===== src/rtl/pc_seq_pkg.sv =====
// Shared op encodings, FSM state type and fault codes for the MicroUAZ PC sequencer.
package pc_seq_pkg;

    localparam logic [2:0] OP_NEXT  = 3'b000;
    localparam logic [2:0] OP_JMP   = 3'b001;
    localparam logic [2:0] OP_JCOND = 3'b010;
    localparam logic [2:0] OP_CALL  = 3'b011;
    localparam logic [2:0] OP_RET   = 3'b100;
    localparam logic [2:0] OP_HALT  = 3'b101;
    localparam logic [2:0] OP_JREL  = 3'b110;
    localparam logic [2:0] OP_JRELC = 3'b111;

    typedef enum logic {
        ST_RUN    = 1'b0,
        ST_HALTED = 1'b1
    } pc_state_t;

    localparam logic [1:0] FLT_NONE = 2'b00;
    localparam logic [1:0] FLT_OVF  = 2'b01;
    localparam logic [1:0] FLT_UNF  = 2'b10;
    localparam logic [1:0] FLT_ILL  = 2'b11;

endpackage


===== src/rtl/pc_ret_stack.sv =====
// Return-address LIFO for the PC sequencer. Push/pop are ignored when full/empty;
// the top entry is readable combinationally from the registered storage.
module pc_ret_stack #(
    parameter int W     = 9,
    parameter int DEPTH = 4,
    localparam int DW   = $clog2(DEPTH + 1),
    localparam int AW   = (DEPTH > 1) ? $clog2(DEPTH) : 1
) (
    input  logic          clk,
    input  logic          reset,
    input  logic          push,
    input  logic          pop,
    input  logic [W-1:0]  push_data,
    output logic [W-1:0]  top,
    output logic [DW-1:0] depth,
    output logic          full,
    output logic          empty
);

    logic [W-1:0]  mem [DEPTH];
    logic [DW-1:0] count;
    logic [DW-1:0] top_idx;

    assign full    = (count == DW'(DEPTH));
    assign empty   = (count == '0);
    assign depth   = count;
    assign top_idx = count - DW'(1);
    assign top     = empty ? '0 : mem[top_idx[AW-1:0]];

    always_ff @(posedge clk) begin
        if (reset) begin
            count <= '0;
        end else if (push && !full) begin
            count <= count + DW'(1);
        end else if (pop && !empty) begin
            count <= count - DW'(1);
        end
    end

    // Storage needs no reset: entries above the count are never read.
    always_ff @(posedge clk) begin
        if (!reset && push && !full) begin
            mem[count[AW-1:0]] <= push_data;
        end
    end

endmodule


===== src/rtl/pc_sequencer.sv =====
// Program-counter sequencer: next/jump/cond-jump/call/return/halt with sticky faults.
// Relative jumps (ops 110/111) exist only when PC_REL_JUMP_EN is defined; otherwise they fault as illegal.
module pc_sequencer
    import pc_seq_pkg::*;
#(
    parameter int ADDR_W      = 9,
    parameter int TGT_W       = 8,
    parameter int NFLAGS      = 3,
    parameter int STACK_DEPTH = 4,
    parameter int RESET_ADDR  = 0,
    localparam int CS_W       = (NFLAGS > 1) ? $clog2(NFLAGS) : 1,
    localparam int SD_W       = $clog2(STACK_DEPTH + 1)
) (
    input  logic              i_Clk,
    input  logic              i_Reset,
    input  logic              i_Enable,
    input  logic [2:0]        i_Op,
    input  logic [CS_W-1:0]   i_Cond_Sel,
    input  logic              i_Cond_Inv,
    input  logic [NFLAGS-1:0] i_Flags,
    input  logic [TGT_W-1:0]  i_Target,
    output logic [ADDR_W-1:0] o_Addressinstruction_Bus,
    output logic [SD_W-1:0]   o_Stack_Depth,
    output logic              o_Stack_Full,
    output logic              o_Stack_Empty,
    output logic              o_Halted,
    output logic              o_Fault,
    output logic [1:0]        o_Fault_Code
);

    pc_state_t         state;
    logic [ADDR_W-1:0] pc;
    logic [ADDR_W-1:0] inc;
    logic [ADDR_W-1:0] abs_tgt;
    logic [ADDR_W-1:0] next_pc;
    logic [ADDR_W-1:0] stk_top;
    logic              take;
    logic              active;
    logic              push;
    logic              pop;
    logic              fault_now;
    logic [1:0]        cause;

    assign active  = i_Enable && (state == ST_RUN);
    assign inc     = pc + ADDR_W'(1);
    assign abs_tgt = ADDR_W'(i_Target);
    assign take    = ({1'b0, i_Cond_Sel} < (CS_W + 1)'(NFLAGS)) ? (i_Flags[i_Cond_Sel] ^ i_Cond_Inv) : 1'b0;

`ifdef PC_REL_JUMP_EN
    logic [ADDR_W-1:0] rel_pc;
    assign rel_pc = pc + ADDR_W'($signed(i_Target));
`endif

    always_comb begin
        next_pc   = inc;
        push      = 1'b0;
        pop       = 1'b0;
        fault_now = 1'b0;
        cause     = FLT_NONE;
        case (i_Op)
            OP_NEXT:  next_pc = inc;
            OP_JMP:   next_pc = abs_tgt;
            OP_JCOND: next_pc = take ? abs_tgt : inc;
            OP_CALL: begin
                if (!o_Stack_Full) begin
                    push    = active;
                    next_pc = abs_tgt;
                end else begin
                    fault_now = 1'b1;
                    cause     = FLT_OVF;
                end
            end
            OP_RET: begin
                if (!o_Stack_Empty) begin
                    pop     = active;
                    next_pc = stk_top;
                end else begin
                    fault_now = 1'b1;
                    cause     = FLT_UNF;
                end
            end
            OP_HALT:  next_pc = pc;
`ifdef PC_REL_JUMP_EN
            OP_JREL:  next_pc = rel_pc;
            OP_JRELC: next_pc = take ? rel_pc : inc;
`else
            OP_JREL, OP_JRELC: begin
                fault_now = 1'b1;
                cause     = FLT_ILL;
            end
`endif
            default:  next_pc = inc;
        endcase
    end

    always_ff @(posedge i_Clk) begin
        if (i_Reset) begin
            state        <= ST_RUN;
            pc           <= ADDR_W'(RESET_ADDR);
            o_Fault      <= 1'b0;
            o_Fault_Code <= FLT_NONE;
        end else if (active) begin
            pc <= next_pc;
            if (i_Op == OP_HALT) state <= ST_HALTED;
            // Only the first cause is kept; later faults leave the code alone.
            if (fault_now && !o_Fault) begin
                o_Fault      <= 1'b1;
                o_Fault_Code <= cause;
            end
        end
    end

    pc_ret_stack #(
        .W     (ADDR_W),
        .DEPTH (STACK_DEPTH)
    ) u_stack (
        .clk       (i_Clk),
        .reset     (i_Reset),
        .push      (push),
        .pop       (pop),
        .push_data (inc),
        .top       (stk_top),
        .depth     (o_Stack_Depth),
        .full      (o_Stack_Full),
        .empty     (o_Stack_Empty)
    );

    assign o_Addressinstruction_Bus = pc;
    assign o_Halted                 = (state == ST_HALTED);

endmodule


===== config.mk =====
export PLATFORM = sky130hd
export DESIGN_NAME = pc_sequencer
export DESIGN_NICKNAME = d
export VERILOG_FILES = /design/src/rtl/pc_seq_pkg.sv /design/src/rtl/pc_ret_stack.sv /design/src/rtl/pc_sequencer.sv
export SDC_FILE = /design/constraint.sdc
export NUM_CORES = 1
export LEC_CHECK = 0
export CAP_MARGIN = 20
export CORE_UTILIZATION = 54
export CTS_CLUSTER_DIAMETER = 60
export DETAILED_ROUTE_END_ITERATION = 10
export GPL_TIMING_DRIVEN = 0
export PLACE_DENSITY = 0.8
export SETUP_SLACK_MARGIN = 0.2
export SYNTH_ARGS = -nofsm -noshare
export SYNTH_HDL_FRONTEND = slang
export SYNTH_SLANG_ARGS = --single-unit

===== constraint.sdc =====
create_clock -name i_Clk -period 2.6 [get_ports i_Clk]
set_input_delay 0.52 -clock i_Clk [delete_from_list [all_inputs] [get_ports i_Clk]]
set_output_delay 0.52 -clock i_Clk [all_outputs]
set_load 0.005 [all_outputs]

==> After elaboration in Yosys (flattened, before gate mapping) <==
Memory sizes are Yosys's and may differ from the RTL's.
Cells that the tools add are included.
{ "word_totals": {"reg_bits": 16, "elab_cells": 59, "ramBits": 36, "out_inout_bits": 18, "mem_count": 1, "input_bits": 20} }
{ "classes": {"mux": 21, "add_sub_neg": 3, "n_bitwise": 3, "eq_ne": 8, "order_cmp": 2, "reduce_logical": 16} }
{ "mem_list": {"columns": ["memory", "depth", "word_bits", "read_ports", "rd_ports_with_merged_regs", "write_ports", "line_no", "text"], "rows": [
  ["u_stack.mem", 4, 9, 1, 0, 1, "pc_ret_stack.sv:20", "logic [W-1:0] mem [DEPTH];"]
]} }
{ "ops": {"columns": ["cell", "count"], "rows": [
  ["$pmux W9 S5", 1],
  ["$mux W9", 3],
  ["$eq A3 B3 Y1 const B", 5],
  ["$mux W1", 11],
  ["$add A9 B1 Y9 const B", 1],
  ["$eq A3 B2 Y1 const B", 2],
  ["$logic_and A1 B1 Y1", 6],
  ["$mux W3", 2],
  ["$pmux W2 S3", 1],
  ["$reduce_and A2 Y1", 3],
  ["$logic_not A1 Y1", 4],
  ["$add A3 B1 Y3 const B", 1],
  ["$eq A3 B1 Y1 const B", 1],
  ["$logic_not A3 Y1", 1],
  ["$lt A2 B3 Y1 const B", 1],
  ["$pmux W1 S3", 1],
  ["$sub A3 B1 Y3 const B", 1],
  ["$bmux W1 S2", 1],
  ["$lt A2 B2 Y1 const B", 1],
  ["$mux W2", 1],
  ["$not A1 Y1", 2],
  ["$reduce_bool A2 Y1", 1],
  ["$reduce_or A2 Y1", 1],
  ["$xor A1 B1 Y1", 1]
]} }

==> Longest topological paths before layout <==
{ "depth": {"ltp_word": 8, "mapped_depth": 10, "ltp_nobuf": 7} }

==> Modules after synthesis <==
Synthesis repeated with hierarchy kept, for this count alone.
{ "hier_totals": {"hier_cells": 236, "area_unflattened_um2": 2760.1} }
{ "modules_own_cells": {"columns": ["mod", "area_each_um2", "seq_area_each_um2", "n_inst", "cells_per_inst"], "rows": [
  ["pc_ret_stack", 1634.1, 1141.1, 1, 89],
  ["pc_sequencer", 1126.1, 260.2, 1, 147]
]} }

==> Worst setup path after synthesis <==
OpenSTA, ideal clock, no wires.
{ "synth_timing": {"path_kind": "reg2reg", "from": "register u_stack.count[0], in the netlist u_stack.depth[0]", "to": "memory u_stack.mem[0][0], enable pin", "t_arrival_ns": 2.070, "setup_time_ns": 0.337, "t_required_ns": 2.263, "stages_incl_launch_ff": 9, "setup_slack_ns": 0.193, "n_path_buf": 2, "cell_sequence": "dfxtp_1 > buf_2 > inv_1 > ha_1 > and2_1 > buf_2 > nor3_2 > and3_1 > and2_1"} }
{ "synth_via": {"elab_chain_cells": 7} }
{ "synth_lines": {"columns": ["item", "line_no", "text"], "rows": [
  ["start, declared", "pc_ret_stack.sv:21", "logic [DW-1:0] count;"],
  ["start signal, assigned", "pc_ret_stack.sv:34", "count <= count + DW'(1);"],
  ["start signal, assigned", "pc_ret_stack.sv:36", "count <= count - DW'(1);"],
  ["$eq A3 B3 Y1 (*)", "pc_ret_stack.sv:24", "assign full = (count == DW'(DEPTH));"],
  ["net o_Stack_Full", "pc_sequencer.sv:24", "output logic o_Stack_Full,"],
  ["$mux W1", "pc_sequencer.sv:65", "if (!o_Stack_Full) begin"],
  ["$mux W1", "pc_sequencer.sv:60", "case (i_Op)"],
  ["$logic_and A1 B1 Y1", "pc_ret_stack.sv:42", "if (!reset && push && !full) begin"],
  ["$logic_and A1 B1 Y1 (*)", "pc_ret_stack.sv:42", null],
  ["$mux W1 (*)", "pc_ret_stack.sv:42", null],
  ["$mux W1 (not written as such) (*)", "pc_ret_stack.sv:43", "mem[count[AW-1:0]] <= push_data;"],
  ["end, declared", "pc_ret_stack.sv:20", null]
]} }
The timed path passes the listed nets; every way through them passes the cells marked *.

==> Worst setup path after layout <==
{ "layout_timing": {"from": "register u_stack.count[0], in the netlist u_stack.depth[0]", "to": "memory u_stack.mem[3][3], enable pin"} }
{ "layout_via": {"elab_chain_cells": 7} }
{ "layout_lines": {"columns": ["item", "line_no"], "rows": [
  ["$eq A3 B3 Y1", "pc_ret_stack.sv:24"],
  ["$mux W1", "pc_sequencer.sv:65"],
  ["$mux W1", "pc_sequencer.sv:60"],
  ["$logic_and A1 B1 Y1 (2 in series)", "pc_ret_stack.sv:42"],
  ["$mux W1", "pc_ret_stack.sv:42"],
  ["$mux W1 (not written as such)", "pc_ret_stack.sv:43"]
]} }
Parallel ways exist; a longest one is shown, timed or not.

==> results summary <==
The worst clock skew came out at between 0.006 and 0.007 ns. The number of max-cap violations is 0. In the final routed layout, each cell accounts on average for between 15 and 20 um. The H-tree level count came out at 2. The number of diodes came out at 0. In this run the cell area of the synthesized design comes to 2560 um^2. For this design, the CTS-stage hold fixing added 0 buffers. The checks that failed: DRC. The maximum fanout along the worst path came out at 10. The number of iterations in the first detailed-routing pass is 8. The cell row count is 24. The post-layout minimum cycle time is between 2 and 2.5 ns. The path class of the lowest-slack min-delay path is reg2reg. The peak clock frequency supported by timing is around 430 MHz. When the netlist entered floorplanning its net count stood at approximately 240. The data arrival time of the critical path came out at 2.32 ns. The count of nets left with antenna violations after detail routing is 0. After synthesis, the share of flip-flops with an asynchronous set or reset is 0%. The die width came out at about 70 um. The detailed placer's ending HPWL is 3930 um. In this run the most critical hold path is launched from o_Fault_Code[0]. The total of endpoints with negative setup slack in the final report is 0. The tightest slew margin relative to the limit is about 63%. The total number of yosys warnings is 0. The setup check on the worst reg-to-reg path leaves a slack of approximately 0.27 ns. The post-route netlist has 13.8% of its cells at a drive strength greater than 1. The insertion delay of the later-clocked pin in the worst-skew pair is about 0.31 ns. VDD sags by at most 359 uV. The fraction of met2 tracks used by global routing is between 30% and 40%. In the routed design, unresolved DRC markers number 2. 38 I/O pins were placed.

The die extent in y is just over 70 um. Dividing the synthesized area by the synthesized cell count gives ~12 um^2. In this run, synthesis inferred 36 flip-flops with an integrated enable. STA puts the critical path data required time at 2.59 ns. The root buffer cell is sky130_fd_sc_hd__clkbuf_8. The post-synthesis cell type with the largest combined area is sky130_fd_sc_hd__edfxtp_1. The number of filler cells placed in the layout came out at 323.

The final core utilization is approximately 70%. The clock sink count came out at between 50 and 60. After detailed placement, the total cell area comes to roughly 3000 um^2. The post-layout instance area is about 3100 um^2.

The number of vias after detailed routing is about 1900. The kind of capture point of the worst setup path is a flip-flop. The overall track demand over capacity in global routing came out at between 20% and 30%. In the global route stage, met3 resource usage came out at roughly 3.6%. The overall die area came out at slightly above 5000 um^2.

The sort of element at the start of the critical path is a flip-flop. The met1 usage in global routing is between 30% and 40%. The run finished, with violations left. The core area came out at around 4400 um^2. The violation count after the first detailed-routing iteration came out at slightly above 200.

After clock tree synthesis, the clock-pin slew on the worst setup and hold paths is 0.09 ns. The maximum number of pins on one net before global-route repair is 17. The worst hold slack after final layout is around 0.48 ns. The global-route wire length before repair came out at around 8800 um. The path with the worst hold slack has its endpoint at o_Fault_Code[0]. The type of the worst setup path is reg2reg. The top cell type's share of synthesized area is between 40% and 50%. The leakage power total is between 1 and 1.5 nW.

By area the synthesized netlist is led by sky130_fd_sc_hd__edfxtp_1 (42%), sky130_fd_sc_hd__dfxtp_1 (12%), sky130_fd_sc_hd__mux4_2 (7.9%). Once the floorplan was initialized, standard cells occupied between 50 and 60% of the core. The post-synthesis cell type count came out at 49. The startpoint identified for the worst register-to-register timing path is u_stack.depth[0]. Counting the buffers created by CTS gives 5. The maximum count of clock buffers along a single path is 2. The period utilization came out at roughly 90%.

The share of the yosys chip area belonging to registers came out at a little over half. Synthesis produced a netlist whose cell count is 209. The count of pins over their slew limit is 0. The worst hold path cell count is 2. Synthesis inferred 52 register bits. The top flip-flop cell by instance count after synthesis is sky130_fd_sc_hd__edfxtp_1. The via count of the first global-routing pass is 1777. The number of antenna violations at the first check in global routing is 0. The most utilized layer in the global route result is met2.

The residual overflow from global routing came out at 0. The post-synthesis to final-layout area growth came out at 22.2%. The wire length reported by the detailed router is around 5600 um. The weighted congestion at the end of routability-driven global placement is approximately 0.8. The final number of hold-violating endpoints came out at 0. After detailed routing, the number of vias per cell comes to ~6. The depth of the worst register-to-register path is 8. Setup repair after global routing could not meet its margin everywhere. During placement, the flow inserted port buffers numbering 37. The TritonCTS clock tree is done.

The endpoint identified for the worst register-to-register timing path is u_stack.mem[3][3]. For this run, the post-layout net count is 278. The transition time of the tightest slew-check pin is about 0.56 ns. For this design the ratio of total power to cell area is 546 nW/um^2.
## layout by cell type (no fill, tap or decap), types with 2 or more instances in the layout
master / n
sky130_fd_sc_hd__clkdlybuf4s50_1: 36
sky130_fd_sc_hd__clkbuf_1: 2
sky130_fd_sc_hd__dfxtp_1: 15
sky130_fd_sc_hd__inv_1: 11
sky130_fd_sc_hd__nand2b_1: 4
sky130_fd_sc_hd__buf_6: 2
sky130_fd_sc_hd__nand4_1: 4
sky130_fd_sc_hd__xnor2_1: 6
sky130_fd_sc_hd__and3_1: 2
sky130_fd_sc_hd__clkbuf_8: 5
sky130_fd_sc_hd__mux4_2: 9
sky130_fd_sc_hd__and3b_1: 2
sky130_fd_sc_hd__xor2_1: 2
sky130_fd_sc_hd__mux2i_1: 3
sky130_fd_sc_hd__nand3_1: 6
sky130_fd_sc_hd__edfxtp_1: 36
sky130_fd_sc_hd__a21oi_2: 2
sky130_fd_sc_hd__nor3_1: 3
sky130_fd_sc_hd__and2_2: 4
sky130_fd_sc_hd__a21oi_1: 20
sky130_fd_sc_hd__nor2_1: 10
sky130_fd_sc_hd__o31a_1: 3
sky130_fd_sc_hd__and2_1: 2
sky130_fd_sc_hd__nand2_1: 7
sky130_fd_sc_hd__ha_1: 5
sky130_fd_sc_hd__a31oi_1: 3
sky130_fd_sc_hd__o211ai_1: 7
sky130_fd_sc_hd__o21ai_0: 8
sky130_fd_sc_hd__o31a_2: 2
## sequential cells by signal, indices dropped and copies added, names as in the netlist
register / count
o_Addressinstruction_Bus: 9
o_Fault: 1
o_Fault_Code: 2
o_Halted: 1
u_stack.depth: 3
u_stack.mem: 36
## worst max-delay path: stages, from the launching register on
cell and delay [ns]:
sky130_fd_sc_hd__dfxtp_4 0.38, sky130_fd_sc_hd__buf_12 0.16, sky130_fd_sc_hd__inv_2 0.07, sky130_fd_sc_hd__ha_2 0.20, sky130_fd_sc_hd__and2_1 0.15, sky130_fd_sc_hd__buf_2 0.14, sky130_fd_sc_hd__nor3_2 0.30, sky130_fd_sc_hd__and3_1 0.28
sky130_fd_sc_hd__and2_2 0.34
## cells by family after synthesis
logic type / share of synthesized area (%)
AOI/OAI and AO/OA: 15.6
xor gates and xnor gates: 2.73
adders and majority gates: 2.93
buffers and inverters: 3.76
DFF: 54.7
muxes: 9.08
and+or+nand+nor: 11.3
## repair_timing
| item | CTS | global route |
|---|---|---|
| pin swaps | 0 | 0 |
| gates cloned | 0 | 0 |
| gates resized for setup | 12 | 2 |
| setup endpoints to repair | 45 | 42 |
| hold endpoints to repair | 0 | 0 |
| buffers inserted | 0 | 0 |
## where the power goes
part	leakage [nW]	switching (mW)	internal [mW]
registers	0.467	0.0239	0.908
clock network	0.0558	0.263	0.285
logic	0.570	0.114	0.119
## cells in the mapped netlist (7+ instances only)
cell,instances
sky130_fd_sc_hd__edfxtp_1,36
sky130_fd_sc_hd__o211ai_1,7
sky130_fd_sc_hd__mux4_2,9
sky130_fd_sc_hd__a21oi_1,20
sky130_fd_sc_hd__nor2_1,10
sky130_fd_sc_hd__dfxtp_1,16
sky130_fd_sc_hd__o21ai_0,8
sky130_fd_sc_hd__inv_1,12
sky130_fd_sc_hd__nand2_1,7
## how the worst max path moves through the flow
stage	depth (start not counted)	start	to
6_report	8	u_stack.depth[0]	u_stack.mem[3][3]
5_1_grt	8	u_stack.depth[0]	u_stack.mem[2][0]
4_1_cts	8	u_stack.depth[0]	o_Addressinstruction_Bus[4]
3_5_place_dp	8	u_stack.depth[0]	u_stack.mem[2][4]
3_3_place_gp	8	u_stack.depth[0]	u_stack.mem[2][3]
2_1_floorplan	8	u_stack.depth[0]	u_stack.mem[0][0]
## stage by stage
stage / std cells / power, mW / setup WS (ns) / setup TNS, ns
global placement: 298 / 1.18 / -0.151 / -5.12
detailed placement: 298 / 1.18 / -0.161 / -5.07
floorplan: 209 / 1.07 / 0.297 / 0
finish: 305 / 1.71 / 0.271 / 0
CTS: 306 / 1.71 / 0.240 / 0
global route: 305 / 1.77 / 0.115 / 0
## area by class of cell
cell class	instances	area (um^2)	area share [%]
multi-input combinational	136	1070	34.3
inverter	12	45.0	1.44
clock inverter	3	42.5	1.36
sequential	52	1410	44.8
buffer	8	63.8	2.04
tap	52	65.1	2.08
clock buffer	5	68.8	2.20
timing repair buffer	37	369	11.8
## routing by layer
metal,vias to the layer above,routed length [um]
met4,0,110
met3,11,346
met1,879,2420
met2,71,2690
met5,-,0
li1,891,-
(Power assumes the default switching activity.)
